[config.mk]
export PLATFORM = sky130hd
export DESIGN_NAME = nibble_serial_adder
export DESIGN_NICKNAME = d
export VERILOG_FILES = /design/src/rtl/nibble_serial_adder.sv
export SDC_FILE = /design/constraint.sdc
export NUM_CORES = 1
export LEC_CHECK = 0
export ABC_AREA = 1
export CORE_ASPECT_RATIO = 1.1
export CORE_MARGIN = 2
export CORE_UTILIZATION = 56
export CTS_CLUSTER_DIAMETER = 50
export DETAILED_ROUTE_END_ITERATION = 10
export GPL_ROUTABILITY_DRIVEN = 0
export PLACE_DENSITY = 0.95
export SLEW_MARGIN = 20
export SYNTH_ARGS = -nofsm -noshare
export SYNTH_HDL_FRONTEND = slang
export SYNTH_SLANG_ARGS = --single-unit
export TNS_END_PERCENT = 50
[constraint.sdc]
create_clock -name clk -period 4.7 [get_ports clk]
set_clock_uncertainty 0.1 [all_clocks]
set_input_delay 0.47 -clock clk [delete_from_list [all_inputs] [get_ports clk]]
set_output_delay 0.47 -clock clk [all_outputs]
set_load 0.02 [all_outputs]
[src/rtl/nibble_serial_adder.sv]
// Multi-cycle WIDTH-bit adder: one 4-bit carry look-ahead nibble per clock, carry held between
// nibbles, start/busy/done handshake. WIDTH must be a multiple of 4 and at least 4.
module nibble_serial_adder #(
  parameter int unsigned WIDTH = 16
) (
  input  logic             clk,
  input  logic             rst,
  input  logic             start,
  input  logic [WIDTH-1:0] A,
  input  logic [WIDTH-1:0] B,
  input  logic             c,
  output logic             busy,
  output logic             done,
  output logic [WIDTH-1:0] S,
  output logic             C
);

  localparam int unsigned N    = WIDTH / 4;
  localparam int unsigned IdxW = (N > 1) ? $clog2(N) : 1;

  typedef enum logic [1:0] {StIdle, StRun, StDone} state_e;

  state_e            state_q, state_d;
  logic [WIDTH-1:0]  a_q, a_d;
  logic [WIDTH-1:0]  b_q, b_d;
  logic [WIDTH-1:0]  sum_q, sum_d;
  logic              carry_q, carry_d;
  logic [IdxW-1:0]   idx_q, idx_d;
  logic [WIDTH-1:0]  s_q, s_d;
  logic              c_q, c_d;

  logic [3:0]        a_nib, b_nib, p, g, s_nib;
  logic [4:0]        cy;
  logic [WIDTH-1:0]  sum_new;
  logic              last;

  // Nibble slice, CLA nibble adder, and merge of the new sum nibble into the working sum.
  always_comb begin
    a_nib   = '0;
    b_nib   = '0;
    sum_new = sum_q;
    for (int k = 0; k < N; k++) begin
      if (idx_q == IdxW'(k)) begin
        a_nib = a_q[4*k +: 4];
        b_nib = b_q[4*k +: 4];
      end
    end
    p     = a_nib ^ b_nib;
    g     = a_nib & b_nib;
    cy[0] = carry_q;
    cy[1] = g[0] | (p[0] & cy[0]);
    cy[2] = g[1] | (p[1] & g[0]) | (p[1] & p[0] & cy[0]);
    cy[3] = g[2] | (p[2] & g[1]) | (p[2] & p[1] & g[0]) | (p[2] & p[1] & p[0] & cy[0]);
    cy[4] = g[3] | (p[3] & g[2]) | (p[3] & p[2] & g[1]) | (p[3] & p[2] & p[1] & g[0])
          | (p[3] & p[2] & p[1] & p[0] & cy[0]);
    s_nib = p ^ cy[3:0];
    for (int k = 0; k < N; k++) begin
      if (idx_q == IdxW'(k)) sum_new[4*k +: 4] = s_nib;
    end
    last = (idx_q == IdxW'(N - 1));
  end

  always_comb begin
    state_d = state_q;
    a_d     = a_q;
    b_d     = b_q;
    sum_d   = sum_q;
    carry_d = carry_q;
    idx_d   = idx_q;
    s_d     = s_q;
    c_d     = c_q;
    case (state_q)
      StIdle: begin
        if (start) begin
          a_d     = A;
          b_d     = B;
          sum_d   = '0;
          carry_d = c;
          idx_d   = '0;
          state_d = StRun;
        end
      end
      StRun: begin
        sum_d   = sum_new;
        carry_d = cy[4];
        idx_d   = idx_q + 1'b1;
        if (last) begin
          s_d     = sum_new;
          c_d     = cy[4];
          idx_d   = '0;
          state_d = StDone;
        end
      end
      StDone:  state_d = StIdle;
      default: state_d = StIdle;
    endcase
  end

  always_ff @(posedge clk) begin
    if (rst) begin
      state_q <= StIdle;
      a_q     <= '0;
      b_q     <= '0;
      sum_q   <= '0;
      carry_q <= 1'b0;
      idx_q   <= '0;
      s_q     <= '0;
      c_q     <= 1'b0;
    end else begin
      state_q <= state_d;
      a_q     <= a_d;
      b_q     <= b_d;
      sum_q   <= sum_d;
      carry_q <= carry_d;
      idx_q   <= idx_d;
      s_q     <= s_d;
      c_q     <= c_d;
    end
  end

  assign busy = (state_q != StIdle);
  assign done = (state_q == StDone);
  assign S    = s_q;
  assign C    = c_q;

endmodule
==> results.ini, run 1 <==
[run_status]
outcome = complete, no violations

[sta]
final_ws_setup_ns = 1.679
slew_headroom_pct = 39.27
report.final.slew_viol_count = 0
fin_setup_tns_ns = 0
hold_violations = 0
final.period_utilization_pct = 64.28
setup_viol_count_final = 0
fin_hold_ws_ns = 0.3578
rsz_0062_raised_after_global_routing = false
timing.final.crit_period_ns = 3.021
worst_pin_slew_ns = 0.9081
fmax_ghz = 0.3310

[cts]
path_clk_slew_ns = 0.07
ctsRootBufferMaster = sky130_fd_sc_hd__clkbuf_8
cts.repair_timing.setup_buffer_count = 0
cts_resized = 0
clock_tree.htree_level_count = 3
clock_sink_count = 66
holdBufCountCts = 0
insertion_delay_ns = 0.34
clock_tree_from_tritoncts = yes
numCtsBuffers = 9
clockBufferDepth = 2

[floorplanning]
die_area_um2 = 6089
floorplan.die.width_um = 74.59
initial_utilization_pct = 57.64
dieHeight_um = 81.65
fp.coreArea_um2 = 5325
num_rows = 28
num_io_pins = 55

[global_routing]
grt_first_pass_wirelength_mm = 11.65
via_count_of_the_first_global_routing_pass = 2698
grt-ovfl-total = 0
total_routing_usage_gr_pct = 24.83
grt_antenna_before_repair = 0
grt_max_degree = 50

[logic_synthesis]
proportion_of_synthesized_chip_area_in_sequential_cells_pct = 43.05
synthTopCellsByArea = sky130_fd_sc_hd__dfxtp_1 (43%), sky130_fd_sc_hd__nand2_1 (9.8%), sky130_fd_sc_hd__nor2_1 (9.5%)
synth_edf_count = 0
synth_nets = 458
most_used_flip_flop_cell_after_synthesis = sky130_fd_sc_hd__dfxtp_1
library_cell_with_the_highest_instance_count_after_synthesis = sky130_fd_sc_hd__nand2_1
synth.top_cells.by_count = sky130_fd_sc_hd__nand2_1 (80), sky130_fd_sc_hd__nor2_1 (78), sky130_fd_sc_hd__dfxtp_1 (66), sky130_fd_sc_hd__o21ai_0 (41), sky130_fd_sc_hd__a21oi_1 (27)
number_of_storage_elements_in_the_synthesis_netlist = 66
synthDistinctLibCells = 34
async_flop_share_pct = 0
synth_top_area_share_pct = 43.05
synthesis.area_um2 = 3069
ys.warnings.count = 0
synthCells = 413
yosysTopAreaCell = sky130_fd_sc_hd__dfxtp_1
post_synth.cell_area_avg_um2 = 7.431

[final_layout]
layout_cells_sized_above_1_pct = 8.696
design.final.nets = 501
antennaDiodeCount = 0
non_filler_instance_count_after_layout = 535
layout.core_utilization_pct = 70.35
layout-area-overhead-vs-synth_pct = 22.05
finish.instance_area_um2 = 3746

[critical_path]
cp_data_required_time_ns = 4.85
reg2reg_from = idx_q[0]
worst_r2r_endpoint = S[7]
ff2ff_setup_slack_ns = 1.68
worstSetupPathType = reg -> reg
critPathMaxFanout = 14
worst-r2r-cell-count = 15
worst_setup_path_end_kind = flop
worstPathArrival_ns = 3.17
critPathLaunchType = flop

[power]
leakage_nw = 1.616
p_total_mw = 1.285
power_switching_share_pct = 29.54
total_switching_power_uw = 379.6
power.sequential.fraction_pct = 47.5
vdd.ir_drop.worst_mv = 0.1857
power.density_nw_per_um2 = 343.1
comb_power_share_pct = 19.8
p_int_uw = 905.5
power.clock.fraction_pct = 32.8

[drt]
vias_per_cell = 5.368
routed_wire_length_mm = 6.844
vias = 2872
avgRoutedWirePerCell_um = 12.79
drt_pass_1_iters = 5
detailedRoute.firstIterationViolations = 264
drc = 0
ant_nets = 0

[placed_design]
detailed_place.area_um2 = 3576
placedCellCount = 520
buffer_ports.inserted = 54
place.detailed.hpwl_mm = 4.853
detailedPlace.worstSlack_ns = 1.694

[job]
maxCapViolations = 0

[hold_path]
hold_path_end = S[13]
worst_hold_path.num_cells = 2
min-delay-path-class = reg -> reg
timing.hold.worst.start = S[13]

-- layout by cell type (no fill, tap or decap), drive strengths merged --
| cell type | netlist | final |
|---|---|---|
| clkinv | 1 | 4 |
| a22o | 1 | 1 |
| nand3 | 25 | 25 |
| or2 | 7 | 7 |
| a21oi | 29 | 29 |
| o21ai | 45 | 45 |
| o211ai | 3 | 3 |
| clkdlybuf4s50 | 0 | 54 |
| dfxtp | 66 | 66 |
| ha | 8 | 8 |
| mux2i | 3 | 3 |
| inv | 24 | 24 |
| clkbuf | 9 | 12 |
| nand2 | 87 | 87 |
| xor2 | 1 | 1 |
| nor2 | 81 | 81 |
| o21a | 4 | 4 |
| fa | 1 | 1 |
| o21bai | 3 | 3 |
| nand4 | 2 | 2 |
-- flip-flops by register name, summed over array words and instances (netlist names) --
register / flops
S: 16
a_q: 16
b_q: 16
sum_q: 12
idx_q: 2
state_q: 2
C: 1
carry_q: 1
-- layout make-up --
class                           instances  area (µm²)
Fill cell                             435        1579
Multi-Input combinational cell        300        1524
Sequential cell                        66        1321
Timing Repair Buffer                   54       540.5
Clock buffer                           12       155.1
Inverter                               25       96.34
Tap cell                               75       93.84
Clock inverter                          3       15.01
-- power by group through the flow --
| stage | Sequential [mW] | Clock [mW] | Combinational, mW |
|---|---|---|---|
| after floorplan | 0.616 | 0 | 0.181 |
| after global placement | 0.621 | 0 | 0.233 |
| after detailed placement | 0.622 | 0 | 0.246 |
| after CTS | 0.610 | 0.421 | 0.251 |
| after global routing | 0.613 | 0.441 | 0.282 |
| final | 0.610 | 0.421 | 0.254 |
-- critical path: stages, from the launching register on --
cell and delay (ns):
sky130_fd_sc_hd__dfxtp_1 0.34, sky130_fd_sc_hd__inv_1 0.11, sky130_fd_sc_hd__ha_1 0.44, sky130_fd_sc_hd__inv_1 0.33, sky130_fd_sc_hd__o21ai_0 0.27, sky130_fd_sc_hd__a21oi_1 0.10
sky130_fd_sc_hd__ha_1 0.36, sky130_fd_sc_hd__or2_1 0.27, sky130_fd_sc_hd__nand2_2 0.12, sky130_fd_sc_hd__nand2_4 0.07, sky130_fd_sc_hd__nand2_4 0.09, sky130_fd_sc_hd__nand3_2 0.08
sky130_fd_sc_hd__nand2_1 0.10, sky130_fd_sc_hd__nand2_1 0.06, sky130_fd_sc_hd__nand2_1 0.06, sky130_fd_sc_hd__inv_1 0.03
-- cells by family (layout without fill, tap and decap cells) --
logic type	Yosys count	count (layout)	share of synthesized area, %
mux	3	3	0.9784
fa+ha+maj	9	9	3.914
buf+inv	47	94	7.297
xor+xnor	1	1	0.5301
compound gates	85	85	15.04
flops	66	66	43.05
simple gates	202	202	29.19
-- metal layers --
layer  GRT usage [%]  up-vias  routed length, µm
met3           5.276       26                361
met1           28.21     1307               2792
met2           42.30      125               3468
li1                -     1414                  -
met5               0        -                  0
met4           15.00        0                222
-- worst max path at each step --
stage          startpoint       end  cells after the start  slack [ns]
4_1_cts          idx_q[0]      S[7]                     15        1.74
6_report         idx_q[0]      S[7]                     15        1.68
5_1_grt          idx_q[0]      S[7]                     16        1.44
3_3_place_gp          rst      S[2]                      5        1.76
2_1_floorplan    idx_q[0]  sum_q[1]                     13        2.18
3_5_place_dp          rst      S[6]                      5        1.69
No activity file was read; power rests on OpenSTA's default activity.
==> run 2: changes to the inputs <==
--- a/config.mk
+++ b/config.mk
@@ -8,11 +8,11 @@
 export ABC_AREA = 1
 export CORE_ASPECT_RATIO = 1.1
 export CORE_MARGIN = 2
-export CORE_UTILIZATION = 56
+export CORE_UTILIZATION = 52
 export CTS_CLUSTER_DIAMETER = 50
 export DETAILED_ROUTE_END_ITERATION = 10
 export GPL_ROUTABILITY_DRIVEN = 0
-export PLACE_DENSITY = 0.95
+export PLACE_DENSITY = 0.91
 export SLEW_MARGIN = 20
 export SYNTH_ARGS = -nofsm -noshare
 export SYNTH_HDL_FRONTEND = slang
==> constraint.sdc (replaced) <==
create_clock -name clk -period 2.95 [get_ports clk]
set_clock_uncertainty 0.1 [all_clocks]
set_input_delay 0.295 -clock clk [delete_from_list [all_inputs] [get_ports clk]]
set_output_delay 0.295 -clock clk [all_outputs]
set_load 0.02 [all_outputs]
==> results.ini, run 2 (same netlist as run 1, synthesis figures left out) <==
[run_status]
outcome = complete, no violations

[final_layout]
design.final.nets = 508
leading_cell_types_in_the_layout_fill_and_taps_excluded = sky130_fd_sc_hd__nand2_1 (80), sky130_fd_sc_hd__nor2_1 (78), sky130_fd_sc_hd__dfxtp_1 (66), sky130_fd_sc_hd__clkdlybuf4s50_1 (54), sky130_fd_sc_hd__o21ai_0 (41)
layout_cells_sized_above_1_pct = 10.49
antennaDiodeCount = 0
final.fill_count = 500
layout-area-overhead-vs-synth_pct = 24.17
non_filler_instance_count_after_layout = 544
finish.instance_area_um2 = 3811
layout.core_utilization_pct = 66.48
layout.cells.most_common = sky130_fd_sc_hd__nand2_1

[floorplanning]
dieHeight_um = 84.58
fp.coreArea_um2 = 5733
num_io_pins = 55
floorplan.die.width_um = 77.25
num_rows = 29
initial_utilization_pct = 53.54
die_area_um2 = 6533

[sta]
fmax_ghz = 0.3742
slew_headroom_pct = 57.11
worst_pin_slew_ns = 0.6427
hold_violations = 0
rsz_0062_raised_after_global_routing = false
final.period_utilization_pct = 90.58
setup_viol_count_final = 0
timing.final.crit_period_ns = 2.672
fin_setup_tns_ns = 0
report.final.slew_viol_count = 0
final_ws_setup_ns = 0.2780

[placed_design]
detailed_place.area_um2 = 3608
detailedPlace.worstSlack_ns = 0.2011
placedCellCount = 526
place.detailed.hpwl_mm = 4.855
buffer_ports.inserted = 54

[cts]
holdBufCountCts = 0
clock_tree_from_tritoncts = yes
path_clk_slew_ns = 0.07
insertion_delay_ns = 0.34
numCtsBuffers = 9
clock_sink_count = 66
ctsRootBufferMaster = sky130_fd_sc_hd__clkbuf_8
clockBufferDepth = 2
clock_tree.htree_level_count = 3

[drt]
routed_wire_length_mm = 6.925
drc = 0
drt_pass_1_iters = 4
ant_nets = 0
detailedRoute.firstIterationViolations = 178
vias_per_cell = 5.278
avgRoutedWirePerCell_um = 12.73
vias = 2871

[critical_path]
critical_path.slowest_cell = sky130_fd_sc_hd__dfxtp_1
critPathLaunchType = flop
critPathMaxFanout = 14
worstPathArrival_ns = 2.80
ff2ff_setup_slack_ns = 0.28
cp_data_required_time_ns = 3.08
slowest_cell_delay_on_critical_path_ns = 0.35
path_common_cell = sky130_fd_sc_hd__nor2_1
worst_setup_path_end_kind = flop
worstSetupPathType = reg -> reg
cp_cell_sequence = inv_1 > ha_1 > clkinvlp_4 > o21ai_0 > a21oi_1 > ha_1 > or2_1 > nand2_2 > nand2_4 > a21oi_1 > nor2_1 > nor2_1 > nor2_1

[power]
power.density_nw_per_um2 = 536.7
vdd.ir_drop.worst_mv = 0.3195
leakage_nw = 1.646

[hold_path]
min-delay-path-class = reg -> reg

[global_routing]
grt_max_degree = 35
grt-ovfl-total = 0
total_routing_usage_gr_pct = 22.29
grt_antenna_before_repair = 0
via_count_of_the_first_global_routing_pass = 2753
grt_first_pass_wirelength_mm = 11.83

[job]
maxCapViolations = 0

[run 2: path summary, 6_finish.rpt]
check,cells past startpoint,end,startpoint
worst max register to register,13,carry_q,idx_q[0]
worst max-delay path,13,carry_q,idx_q[0]
worst min register to register,2,sum_q[6],sum_q[6]
worst min-delay path,2,sum_q[6],sum_q[6]
[run 2: worst max-delay path: cells and delay by family (launching register included)]
family                     cells  cell delay [ns]
AOI/OAI and AO/OA              3             0.58
adders and majority gates      2             0.57
buffers and inverters          2             0.35
DFF                            1             0.35
and+or+nand+nor                6             0.61
[run 2: report_power, final]
group          internal (mW)  switching, mW
logic                  0.167          0.241
clock network          0.342          0.323
registers              0.941         0.0312
total                   1.45          0.596
[run 2: timing repair]
| item | CTS | global route |
|---|---|---|
| endpoints found under the setup margin | 0 | 13 |
| resized for setup | 0 | 3 |
| buffers inserted | 0 | 3 |
[run 2: layer usage]
| layer | share of wire [%] | vias to the layer above | track usage, % |
|---|---|---|---|
| met3 | 6.8 | 14 | 5.484 |
| li1 | - | 1434 | - |
| met4 | 1.8 | 0 | 11.36 |
| met1 | 42 | 1304 | 25.58 |
| met2 | 50 | 119 | 38.42 |
| met5 | 0 | - | 0 |
[run 2: area by class of cell]
class	count	area, µm²	area share (%)
multi-input combinational	300	1526	40.05
clock buffer	12	155.1	4.071
tap	77	96.34	2.528
sequential	66	1321	34.67
inverter	25	103.9	2.725
timing repair buffer	61	593.1	15.56
clock inverter	3	15.01	0.3940
[run 2: metrics by stage]
step | power, mW | hold slack, ns
final | 2.045 | 0.3688
after global routing | 2.141 | 0.3911
after CTS | 2.036 | 0.3688
after detailed placement | 1.383 | 0.3587
after global placement | 1.367 | 0.3483
after floorplan | 1.270 | 0.2746
